$ cat src/rtl/elevator_pkg.sv
// Shared definitions for the elevator hall-call panel: floor count default,
// call-FSM encoding and pending-count width.
package elevator_pkg;
  localparam int unsigned FLOORS_DEFAULT = 3;
  localparam int unsigned PEND_W         = 2;

  typedef enum logic [1:0] {
    CALL_IDLE  = 2'b00,
    CALL_ISSUE = 2'b01,
    CALL_WAIT  = 2'b10
  } call_state_t;
endpackage

$ cat src/rtl/elevator_call_panel_if.sv
// B/R call interface between the hall-call panel (master) and the elevator
// controller (slave), together with the raw buttons, lamps and pending count.
interface elevator_call_panel_if
  import elevator_pkg::*;
#(
  parameter int unsigned FLOORS = FLOORS_DEFAULT
);
  logic [FLOORS:1]   BTN;
  logic [FLOORS:1]   R;
  logic [FLOORS:1]   B;
  logic [FLOORS:1]   LAMP;
  logic [PEND_W-1:0] PEND;

  modport master (input BTN, input R, output B, output LAMP, output PEND);
  modport slave  (output BTN, output R, input B, input LAMP, input PEND);
endinterface

$ cat src/rtl/elevator_call_panel_call_debounce.sv
// Per-floor button conditioner: 2-flop synchroniser plus optional debounce
// filter (enabled by ELEV_DEBOUNCE_EN), producing the filtered level F.
module call_debounce #(
  parameter int unsigned DB_CYCLES = 4
) (
  input  logic CLK,
  input  logic RST_N,
  input  logic BTN,
  output logic F
);
  logic       sync1;
  logic       sync2;
  logic       f_raw;
  logic       armed;
  logic [1:0] vld;

  if (DB_CYCLES < 1 || DB_CYCLES > 7) begin : g_bad_db
    $error("call_debounce: DB_CYCLES must be 1..7");
  end

  // armed blocks a button held through reset until it has been seen released
  always_ff @(posedge CLK or negedge RST_N) begin
    if (!RST_N) begin
      sync1 <= 1'b0;
      sync2 <= 1'b0;
      vld   <= 2'd0;
      armed <= 1'b0;
    end else begin
      sync1 <= BTN;
      sync2 <= sync1;
      vld   <= (vld == 2'd2) ? vld : vld + 2'd1;
      armed <= armed | ((vld == 2'd2) && !sync2 && !f_raw);
    end
  end

`ifdef ELEV_DEBOUNCE_EN
  localparam int unsigned CNT_W = $clog2(DB_CYCLES + 1);
  logic [CNT_W-1:0] cnt;

  always_ff @(posedge CLK or negedge RST_N) begin
    if (!RST_N) begin
      f_raw <= 1'b0;
      cnt   <= '0;
    end else if (sync2 == f_raw) begin
      cnt <= '0;
    end else if (cnt == CNT_W'(DB_CYCLES - 1)) begin
      f_raw <= sync2;
      cnt   <= '0;
    end else begin
      cnt <= cnt + CNT_W'(1);
    end
  end
`else
  assign f_raw = sync2;
`endif

  assign F = f_raw & armed;
endmodule

$ cat src/rtl/elevator_call_panel.sv
// Hall-call front end: per-floor call FSMs issuing one-cycle B requests and
// holding lamps until R. Debounce optional via ELEV_DEBOUNCE_EN.
module elevator_call_panel
  import elevator_pkg::*;
#(
  parameter int unsigned FLOORS    = FLOORS_DEFAULT,
  parameter int unsigned DB_CYCLES = 4
) (
  input  logic                  CLK,
  input  logic                  RST_N,
  elevator_call_panel_if.master bus
);
  logic [FLOORS:1]   f;
  logic [FLOORS:1]   f_q;
  logic [FLOORS:1]   press;
  logic [FLOORS:1]   b_nxt;
  logic [FLOORS:1]   lamp_nxt;
  logic [PEND_W-1:0] pend_nxt;
  call_state_t       st     [FLOORS:1];
  call_state_t       st_nxt [FLOORS:1];

  for (genvar g = 1; g <= FLOORS; g++) begin : g_floor
    call_debounce #(.DB_CYCLES(DB_CYCLES)) u_db (
      .CLK   (CLK),
      .RST_N (RST_N),
      .BTN   (bus.BTN[g]),
      .F     (f[g])
    );
  end

  assign press = f & ~f_q;

  // next state per floor; outputs and pending count follow the next state
  always_comb begin
    pend_nxt = '0;
    b_nxt    = '0;
    lamp_nxt = '0;
    for (int n = 1; n <= int'(FLOORS); n++) begin
      st_nxt[n] = st[n];
      case (st[n])
        CALL_IDLE:  if (press[n] && !bus.R[n]) st_nxt[n] = CALL_ISSUE;
        CALL_ISSUE: st_nxt[n] = bus.R[n] ? CALL_IDLE : CALL_WAIT;
        CALL_WAIT:  if (bus.R[n]) st_nxt[n] = CALL_IDLE;
        default:    st_nxt[n] = CALL_IDLE;
      endcase
      b_nxt[n]    = (st_nxt[n] == CALL_ISSUE);
      lamp_nxt[n] = (st_nxt[n] != CALL_IDLE);
      if (lamp_nxt[n]) pend_nxt = pend_nxt + PEND_W'(1);
    end
  end

  always_ff @(posedge CLK or negedge RST_N) begin
    if (!RST_N) begin
      st       <= '{default: CALL_IDLE};
      f_q      <= '0;
      bus.B    <= '0;
      bus.LAMP <= '0;
      bus.PEND <= '0;
    end else begin
      st       <= st_nxt;
      f_q      <= f;
      bus.B    <= b_nxt;
      bus.LAMP <= lamp_nxt;
      bus.PEND <= pend_nxt;
    end
  end
endmodule

$ cat src/flat_wrapper.sv
// flat-port wrapper written by rule: the top's interface ports become plain ports
module elevator_call_panel_flat import elevator_pkg::*;
#(
  parameter int unsigned FLOORS    = FLOORS_DEFAULT,
  parameter int unsigned DB_CYCLES = 4
)
  (CLK, RST_N, bus_BTN, bus_R, bus_B, bus_LAMP, bus_PEND);
  elevator_call_panel_if #(.FLOORS(FLOORS)) bus_i ();
  input  logic CLK;
  input  logic RST_N;
  input wire logic [$bits(bus_i.BTN)-1:0] bus_BTN;
  input wire logic [$bits(bus_i.R)-1:0] bus_R;
  output wire logic [$bits(bus_i.B)-1:0] bus_B;
  output wire logic [$bits(bus_i.LAMP)-1:0] bus_LAMP;
  output wire logic [$bits(bus_i.PEND)-1:0] bus_PEND;
  assign bus_i.BTN = bus_BTN;
  assign bus_i.R = bus_R;
  assign bus_B = bus_i.B;
  assign bus_LAMP = bus_i.LAMP;
  assign bus_PEND = bus_i.PEND;
  elevator_call_panel #(.FLOORS(FLOORS), .DB_CYCLES(DB_CYCLES)) u_core (.CLK(CLK), .RST_N(RST_N), .bus(bus_i));
endmodule
$ cat config.mk
export PLATFORM = sky130hd
export DESIGN_NAME = elevator_call_panel_flat
export DESIGN_NICKNAME = d
export VERILOG_FILES = /design/src/rtl/elevator_pkg.sv /design/src/rtl/elevator_call_panel_if.sv /design/src/rtl/elevator_call_panel_call_debounce.sv /design/src/rtl/elevator_call_panel.sv /design/src/flat_wrapper.sv
export SDC_FILE = /design/constraint.sdc
export NUM_CORES = 1
export LEC_CHECK = 0
export BUFFER_PORTS_ARGS = -buffer_cell sky130_fd_sc_hd__buf_2
export CORE_UTILIZATION = 36
export CTS_CLUSTER_SIZE = 24
export DETAILED_ROUTE_END_ITERATION = 8
export GPL_TIMING_DRIVEN = 0
export PLACE_DENSITY_LB_ADDON = 0.1
export SLEW_MARGIN = 20
export SYNTH_ARGS = -nofsm -noshare
export SYNTH_HDL_FRONTEND = slang
export SYNTH_SLANG_ARGS = --single-unit
export TNS_END_PERCENT = 30
$ cat constraint.sdc
create_clock -name CLK -period 1.46 [get_ports CLK]
set_clock_uncertainty 0.2 [all_clocks]
set_input_delay 0.292 -clock CLK [delete_from_list [all_inputs] [get_ports CLK]]
set_output_delay 0.292 -clock CLK [all_outputs]
set_load 0.02 [all_outputs]
==> run metrics, run 1 <==
R2R setup slack=-0.19 ns; Fin Hold WS=0.100 ns; final core utilization=0.489; Avg WL per Cell=between 10 and 15 µm; Vias/cell=around 4.5; DRT antenna net count=0; clk root buf=clkbuf_4; vertical die dimension=between 50 and 60 µm; first-pass GRT wire length=3170 µm; max frequency=605 MHz; Netlist cell types=20; GRT Resource Usage Total=0.132; Diodes inserted=0; clock slew at reported path FFs=0.10 ns; dpl hpwl=1130 µm; TNS Setup=-0.393 ns; WHS Endpoint=u_core.bus.LAMP[3]; minimum clock period=~1.7 ns; Worst R2R End=u_core.bus.PEND[1]; pin count of the biggest net entering global routing=33; status=finished, violations left; Ports=16; CTS sink count=32; Slew headroom=0.540; worst min path class=primary input to flip-flop; core area=3050 µm²; startpoint types=flip-flop; Int Pwr=1.46 mW; Lkg Pwr=slightly above 0.7 nW; Clock power frac=0.400; failing checks=negative setup slack; vias=727; CP endpoint kind=flip-flop; CP required=1.48 ns; Congestion Overflow GR=0; Post-Synthesis Cells=85; pre-CTS WS=-0.235 ns; WP data arrival=1.68 ns; Critical Path Fanout Max=3; Slew Limit Fails=0; Final Hold Fails=0; vias in the first global route=745; Die ar.=3470 µm²; fraction of layout cells with a size suffix above 1=0.265; Worst R2R Start=u_core.g_floor[1].u_db.armed; Worst Reg-to-Reg Cells=6; Setup WS post-layout=-0.192 ns; PwrDens=~1200 nW/µm²; Syn Area/Cell=13.7 µm²; Yosys Warn Count=0; initial DRC count=28; Worst-Skew Late Latency=0.33 ns; switching pwr=404 µW; CTS tree=done; Mapped Nets=97; Flop pwr share=0.512; site row count=20; port buffer count=15; fin crit share=1.13; initial core utilization=0.382; hold path startpoint=bus_R[2]; Switching Fraction=0.217; Yosys reg bits=32; Max clock buf depth=2; unrepaired setup endpoints after global routing=yes; Peak VDD IR=620 µV; slew at the pin closest to its max-slew limit=0.690 ns; Final Setup Violations=3; Synth-to-Final Area Change=28.0%; MaxCap Viol Count=0; Hold Path Stages=4; Die X=roughly 60 µm; Nets=~130; combinational power share=0.088; H-tree levels=2; gpl congestion=roughly 0.67; drt pass-1 iters=2; DRC=0; Crit Path Class=flip-flop to flip-flop; post-synthesis cell area=around 1200 µm²; drt total wl=approximately 1800 µm; initial antenna violation count=0; # fillers=287; Seq/Total Area, Yosys=0.687; Total Power=1.86 mW; CTS Buf Count=5
[cells in the mapped netlist (all sizes together)]
cell	instances	area [µm²]
nand3b	1	7.51
xnor2	7	61.3
nor3	1	5.00
ha	4	50.1
nor4b	4	35.0
nor4	2	12.5
a21o	4	31.3
nand2	5	18.8
o21ai	3	15.0
a211oi	2	15.0
inv	7	26.3
dfrtp	32	801
nor2b	1	13.8
and2	3	21.3
o31a	2	17.5
and3b	1	8.76
a21oi	2	10.0
nor2	4	15.0
[per-stage QoR]
step	instances	cell area, µm²
2_1_floorplan	85	1160
3_3_place_gp	144	1290
3_5_place_dp	144	1290
4_1_cts	161	1480
5_1_grt	161	1490
6_report	161	1490
[repair_timing]
item | CTS | global route
hold buffers | 7 | 0
setup endpoints to repair | 2 | 3
pin swaps | 4 | 3
resized for setup | 2 | 2
endpoints found under the hold margin | 45 | 0
buffers inserted | 2 | 0
[critical path: stages (launching register included)]
cell,delay [ns]
dfrtp_1,0.39
and2_4,0.16
nor2b_4,0.12
o31a_1,0.26
ha_2,0.17
a21o_1,0.15
o31a_1,0.09
[worst max-delay path by stage]
stage / from / endpoint / slack, ns / cells after the start
2_1_floorplan: u_core.g_floor[1].u_db.armed / u_core.bus.PEND[1] / -0.16 / 6
3_3_place_gp: u_core.g_floor[1].u_db.armed / u_core.bus.PEND[1] / -0.24 / 6
3_5_place_dp: u_core.g_floor[1].u_db.armed / u_core.bus.PEND[1] / -0.24 / 6
4_1_cts: u_core.g_floor[1].u_db.f_raw / u_core.bus.PEND[1] / -0.24 / 6
5_1_grt: u_core.g_floor[1].u_db.armed / u_core.bus.PEND[1] / -0.25 / 6
6_report: u_core.g_floor[1].u_db.armed / u_core.bus.PEND[1] / -0.19 / 6
[layout by cell type (no fill, tap or decap)]
cell	netlist	routed
xnor2_1	7	7
o21ai_0	3	3
nor2_1	4	4
buf_6	0	1
a211oi_1	2	1
dlygate4sd3_1	0	7
nor3_2	0	1
ha_2	0	1
clkbuf_4	0	5
dfrtp_1	32	32
ha_1	4	3
and2_1	2	2
clkbuf_8	0	2
a21o_2	1	1
nor4b_1	4	4
a21oi_1	2	2
nand3b_1	1	1
buf_4	0	1
and2_4	1	1
a211oi_2	0	1
nor2b_4	1	1
inv_1	7	7
nand2_1	5	5
a21o_1	3	3
nor4_1	2	2
bufinv_16	0	1
o31a_1	2	2
buf_2	0	15
and3b_1	1	1
[flip-flops by register name, indices dropped and copies added (netlist names)]
register,cells
u_core.g_floor.u_db.sync1,3
u_core.bus.PEND,2
u_core.bus.B,3
u_core.g_floor.u_db.vld,6
u_core.g_floor.u_db.armed,3
u_core.st,6
u_core.bus.LAMP,3
u_core.g_floor.u_db.f_raw,3
u_core.f_q,3
[final cells by class]
type | count | area (µm²) | share of cell area
flip-flops and latches | 32 | 801 | 0.537
multi-input cells | 46 | 350 | 0.235
repair buffers | 24 | 164 | 0.110
clock buffers | 7 | 65.1 | 0.0436
well taps | 44 | 55.1 | 0.0369
clock inverters | 1 | 30.0 | 0.0201
inverters | 7 | 26.3 | 0.0176
[power groups by stage]
stage                     sequential, mW  combinational, mW  clock, mW
after CTS                          0.953              0.165      0.778
final                              0.953              0.163      0.745
after detailed placement           0.970              0.141          0
after global placement             0.967              0.140          0
after floorplan                    0.991             0.0551          0
after global routing               0.960              0.182      0.807
[cells by family (layout without fill, tap and decap cells)]
group / Yosys count / count (layout) / share of synthesized area
flip-flops: 32 / 32 / 0.687
XOR/XNOR: 7 / 7 / 0.0526
AO/OA/AOI/OAI: 13 / 13 / 0.0763
AND/OR/NAND/NOR: 22 / 22 / 0.118
buffers and inverters: 7 / 39 / 0.0226
adder cells (fa/ha/maj): 4 / 4 / 0.0430
[routing by layer]
| metal | up-vias | track usage | routed length (µm) |
|---|---|---|---|
| li1 | 349 | - | - |
| met5 | - | 0 | 0 |
| met3 | 7 | 0.0527 | 100 |
| met4 | 0 | 0.112 | 60 |
| met1 | 356 | 0.142 | 742 |
| met2 | 15 | 0.201 | 858 |
(Power assumes the default switching activity.)
==> run 2, diff against run 1 <==
ABC_AREA = 1   (was not set)
==> run metrics, run 2 <==
status=complete, no violations; CP required=1.48 ns (about the same); Diodes inserted=0 (unchanged); drt total wl=1570 µm (-11%); port buffer count=15 (unchanged); Regs by FF count=u_core.g_floor.u_db.vld x6, u_core.st x6; site row count=20 (unchanged); initial DRC count=8 (-71%); critical-path cell list=nor2_2, nor2_1, nand2_2, nand2_2, ha_4, inv_1, nand2_1, nand2_1; Critical Path Fanout Max=3 (unchanged); worst min path class=primary input to flip-flop; Slew headroom=0.546 (+0.00626); Final Hold Fails=0 (unchanged); CP bufs+invs=1 (+1); non-filler cells in the finished layout=173 (+7.5%); Die ar.=3520 µm² (+1.6%); CTS sink count=32 (unchanged); GRT Resource Usage Total=0.123 (-0.00834); asr flop ratio synth=1.00 (unchanged); Syn Area/Cell=11.6 µm² (-15%); minimum clock period=1.43 ns (-0.225 ns); Seq/Total Area, Yosys=0.677 (-0.0109); Avg WL per Cell=9.09 µm (-17%); Die X=59.3 µm (+0.77%); post-synth top area share=0.677 (-0.0109); Fin Hold WS=0.0441 ns (-0.0561 ns); slew at the pin closest to its max-slew limit=0.680 ns (-0.00939 ns); H-tree levels=2 (unchanged); Max clock buf depth=2 (unchanged); Lkg Pwr=0.835 nW (+18%); commonest non-fill, non-tap cell in the layout=dfrtp_1; CTS tree=done; post-synthesis cell area=1180 µm² (+1.6%); vias=709 (-2.5%); initial antenna violation count=0 (unchanged); unrepaired setup endpoints after global routing=yes; drt pass-1 iters=2 (unchanged); Ports=16 (unchanged); dpl cells=161 (+12%); Post-Layout Inst Area=1460 µm² (-2.3%); Nets=140 (+9.4%); Peak VDD IR=617 µV (-0.44%); max frequency=701 MHz (+16%); fin crit share=0.977 (-0.154); EDFF count, synth=0 (unchanged); top_reg_cell synth=dfrtp_1; startpoint types=flip-flop; clock slew at reported path FFs=0.09 ns (about the same); fraction of layout cells with a size suffix above 1=0.295 (+0.0296); vertical die dimension=59.3 µm (+0.77%); Post-Place Cell Area=1310 µm² (+1.4%); Yosys Warn Count=0 (unchanged); Congestion Overflow GR=0 (unchanged); Total Power=1.74 mW (-6.6%); Vias/cell=4.10 (-9.2%); top post-synthesis cells by count=dfrtp_1, inv_1, nand2_1; vias in the first global route=713 (-4.3%); PwrDens=1190 nW/µm² (-4.4%); CP delay by family, top=simple AND/OR/NAND/NOR gates; top-count cell post-synth=dfrtp_1; DRT antenna net count=0 (unchanged); Post-Synthesis Cells=102 (+20%); commonest non-fill, non-tap cells in the layout=dfrtp_1, inv_1, buf_2, nand2_1, clkbuf_4; Synth-to-Final Area Change=23.2%; dpl hpwl=1070 µm (-5.1%); initial core utilization=0.385 (+0.00300); post-CTS setup buffer count=0 (-2); CP endpoint kind=flip-flop; core area=3080 µm² (+0.82%); Final Setup Violations=0 (-3); Mapped Nets=114 (+18%); first-pass GRT wire length=2980 µm (-6.1%); Synth area leader=dfrtp_1; CTS Buf Count=5 (unchanged); Crit Path Class=flip-flop to flip-flop; WP data arrival=1.45 ns (-0.23 ns); Yosys reg bits=32 (unchanged); pin count of the biggest net entering global routing=33 (unchanged); Worst-Skew Late Latency=0.32 ns (about the same); slowest stage cell on the critical path=dfrtp_1; Netlist cell types=16 (-20%); DRC=0 (unchanged); Slew Limit Fails=0 (unchanged); gpl congestion=0.673 (+1.1%); MaxCap Viol Count=0 (unchanged); Worst path max stage delay=0.40 ns (about the same); clk root buf=clkbuf_4; ranking of synthesized cells by area=dfrtp_1, inv_1, nand2_1
-- run 2: per-layer routing --
metal / wire length, µm / share of wire / global-route usage / up-vias
met5: 0 / 0 / 0 / -
met4: 40 / 0.025 / 0.0816 / 0
met3: 95 / 0.060 / 0.0655 / 4
met2: 730 / 0.46 / 0.191 / 16
met1: 706 / 0.45 / 0.130 / 332
li1: - / - / - / 357
-- run 2: cell type report --
type,instances,area [µm²]
multi-input combinational,45,317
sequential,32,801
inverter,25,93.8
fill,299,1620
clock inverter,2,35.0
tap,44,55.1
clock buffer,6,41.3
timing repair buffer,19,115
-- run 2: final timing paths --
kind	start	endpoint	slack, ns	cells past startpoint
max reg2reg	u_core.st[3]	u_core.bus.PEND[0]	0.03	8
max in group asynchronous	RST_N	u_core.f_q[1]	0.29	2
min in group asynchronous	RST_N	u_core.st[4]	0.33	2
min	bus_R[1]	u_core.st[3]	0.04	4
min reg2reg	u_core.g_floor[2].u_db.sync1	u_core.g_floor[2].u_db.f_raw	0.16	0
max	u_core.st[3]	u_core.bus.PEND[0]	0.03	8
-- run 2: stage by stage --
| step | setup TNS [ns] | worst slack (ns) | util |
|---|---|---|---|
| floorplan | 0 | 0.0843 | - |
| global placement | -0.0337 | -0.0337 | 0.427 |
| detailed placement | -0.0293 | -0.0293 | 0.427 |
| CTS | 0 | 0.00674 | 0.472 |
| global route | -0.0717 | -0.0717 | 0.474 |
| finish | 0 | 0.0333 | 0.474 |
-- run 2: worst reg2reg max path: cells and delay by family, from the launching register on --
family	cells	cell delay, ns
flops	1	0.40
simple gates	6	0.43
fa+ha+maj	1	0.27
buf+inv	1	0.03
-- run 2: power breakdown --
group / internal, mW / switching, mW / leakage [nW]
sequential: 0.925 / 0.0141 / 0.387
clock: 0.359 / 0.286 / 0.0422
combinational: 0.0556 / 0.0989 / 0.406
-- run 2: cell families after synthesis --
kind of cell / Yosys count / synth area share
and+or+nand+nor: 31 / 0.141
AOI/OAI and AO/OA: 7 / 0.0391
buffers and inverters: 25 / 0.0793
DFF: 32 / 0.677
xor gates and xnor gates: 3 / 0.0222
adders and majority gates: 4 / 0.0423
-- run 2: what timing repair did --
item | 4_1_cts | 5_1_grt
hold endpoints to repair | 35 | 0
resized for setup | 4 | 1
endpoints found under the setup margin | 1 | 1
hold buffers | 4 | 0
pin swaps | 2 | 0
==> run 3, diff against run 2 <==
CORE_ASPECT_RATIO = 0.5   (was not set)
CORE_UTILIZATION = 30   (was 36)
==> run metrics, run 3 (synthesis gave the netlist of run 2 again) <==
Vias/cell=3.79 (-7.6%); Fin Hold WS=0.118 ns (+0.0737 ns); Congestion Overflow GR=0 (unchanged); minimum clock period=1.47 ns (+0.0395 ns); port buffer count=15 (unchanged); site row count=15 (-25%); max frequency=682 MHz (-2.7%); status=finished, violations left; Die X=90.8 µm (+53%); pre-CTS WS=-0.0459 ns (-0.0166 ns); WHS Endpoint=u_core.bus.B[1]; vias=678 (-4.4%); Final Setup Violations=1 (+1); Slew headroom=0.537 (-0.00923); Avg WL per Cell=9.09 µm (about the same); Synth-to-Final Area Change=24.3%; dpl hpwl=1080 µm (+0.26%); unrepaired setup endpoints after global routing=yes; DRC=0 (unchanged); initial core utilization=0.328 (-0.0561); drt total wl=1630 µm (+3.5%); GRT Resource Usage Total=0.0936 (-0.0298); vertical die dimension=46.4 µm (-22%); startpoint types=flip-flop; CP endpoint kind=flip-flop; drt pass-1 iters=4 (+2); grt met1 use=0.109 (-0.0209); Peak VDD IR=502 µV (-19%); WP data arrival=1.43 ns (-0.02 ns); Post-Place Cell Area=1320 µm² (+0.67%); GRT busiest layer=met2; Post-Layout Inst Area=1470 µm² (+0.94%); PwrDens=1140 nW/µm² (-4.3%); Worst R2R End=u_core.bus.PEND[0]; Crit Path Class=flip-flop to flip-flop; Ports=16 (unchanged); Lkg Pwr=0.837 nW (+0.22%); Nets=142 (+1.4%); R2R setup slack=-0.006 ns (-0.04 ns); vias in the first global route=659 (-7.6%); Setup WS post-layout=-0.00616 ns (-0.0395 ns); first-pass GRT wire length=2730 µm (-8.6%); Crit. Startpoint=u_core.st[3]; Critical Path Fanout Max=3 (unchanged); initial antenna violation count=0 (unchanged); commonest non-fill, non-tap cells in the layout=dfrtp_1, inv_1, buf_2, nand2_1; fraction of layout cells with a size suffix above 1=0.313 (+0.0179); met3 Track Usage GR=0.0545 (-0.0110); initial DRC count=16 (+8); commonest non-fill, non-tap cell in the layout=dfrtp_1; core area=3600 µm² (+17%); slew at the pin closest to its max-slew limit=0.694 ns (+0.0138 ns); # fillers=358 (+20%); gpl congestion=0.635 (-5.6%); Worst Reg-to-Reg Cells=8 (unchanged); fin crit share=1.00 (+0.0270); CTS sink count=32 (unchanged); hold path startpoint=bus_R[0]; H-tree levels=2 (unchanged); Regs by FF count=u_core.g_floor.u_db.vld x6, u_core.st x6; Hold Path Stages=4 (unchanged); worst min path class=primary input to flip-flop; GR Util met2=0.136 (-0.0546); Final Hold Fails=0 (unchanged); failing checks=negative setup slack; Die ar.=4220 µm² (+20%); DRT antenna net count=0 (unchanged); Worst R2R Start=u_core.st[3]; Slew Limit Fails=0 (unchanged); CP required=1.42 ns (-0.06 ns); CTS tree=done; clk root buf=clkbuf_8; pin count of the biggest net entering global routing=33 (unchanged); clock slew at reported path FFs=0.06 ns (-0.03 ns); Max clock buf depth=2 (unchanged); MaxCap Viol Count=0 (unchanged); Worst-Skew Late Latency=0.27 ns (-0.05 ns); Diodes inserted=0 (unchanged); CTS Buf Count=5 (unchanged)
[run 3: cell count changes in the layout (fill, tap and decap cells not counted), sizes merged]
cell / previous run / this run
clkbuf: 6 / 5
bufinv: 1 / 0
buf: 15 / 17
clkinv: 1 / 0
[run 3: power breakdown]
| group | switching [mW] | internal (mW) |
|---|---|---|
| clock network | 0.272 | 0.306 |
| logic | 0.100 | 0.0597 |
| registers | 0.0146 | 0.927 |
[run 3: metal layers]
metal | vias to the layer above | share of wire
li1 | 356 | -
met3 | 2 | 0.052
met5 | - | 0
met4 | 0 | 0.0043
met1 | 308 | 0.50
met2 | 12 | 0.44
[run 3: critical path, stage by stage (launching register included)]
cell,delay (ns)
dfrtp_1,0.39
nor2_2,0.16
nor2_1,0.07
nand2_2,0.09
nand2_2,0.07
ha_4,0.27
inv_2,0.02
nand2_1,0.05
nand2_1,0.04
[run 3: how the worst max path moves through the flow]
stage                         end  cells past startpoint
4_1_cts        u_core.bus.PEND[0]                      8
3_5_place_dp   u_core.bus.PEND[0]                      7
2_1_floorplan  u_core.bus.PEND[0]                      6
5_1_grt        u_core.bus.PEND[0]                      8
6_report       u_core.bus.PEND[0]                      8
3_3_place_gp   u_core.bus.PEND[0]                      7
[run 3: final cells by class]
type	instances	area, µm²	area share
clock buffers	5	68.8	0.0468
inverters	25	93.8	0.0638
multi-input cells	45	314	0.213
flip-flops and latches	32	801	0.544
well taps	51	63.8	0.0434
repair buffers	21	130	0.0884
[run 3: timing repair]
| item | in CTS | in global routing |
|---|---|---|
| buffers inserted | 0 | 2 |
| gates resized for setup | 2 | 4 |
| hold buffers | 4 | 0 |
| pin swaps | 0 | 4 |
| setup endpoints to repair | 1 | 1 |
| endpoints found under the hold margin | 35 | 0 |
[run 3: per-stage QoR]
step            util  cells  setup TNS (ns)  power [mW]
6_report       0.408    179        -0.00616        1.68
5_1_grt        0.408    179         -0.0676        1.78
4_1_cts        0.399    177        -0.00456        1.71
3_5_place_dp   0.367    168         -0.0459        1.10
3_3_place_gp   0.367    168         -0.0391        1.10
2_1_floorplan      -    102               0        1.04
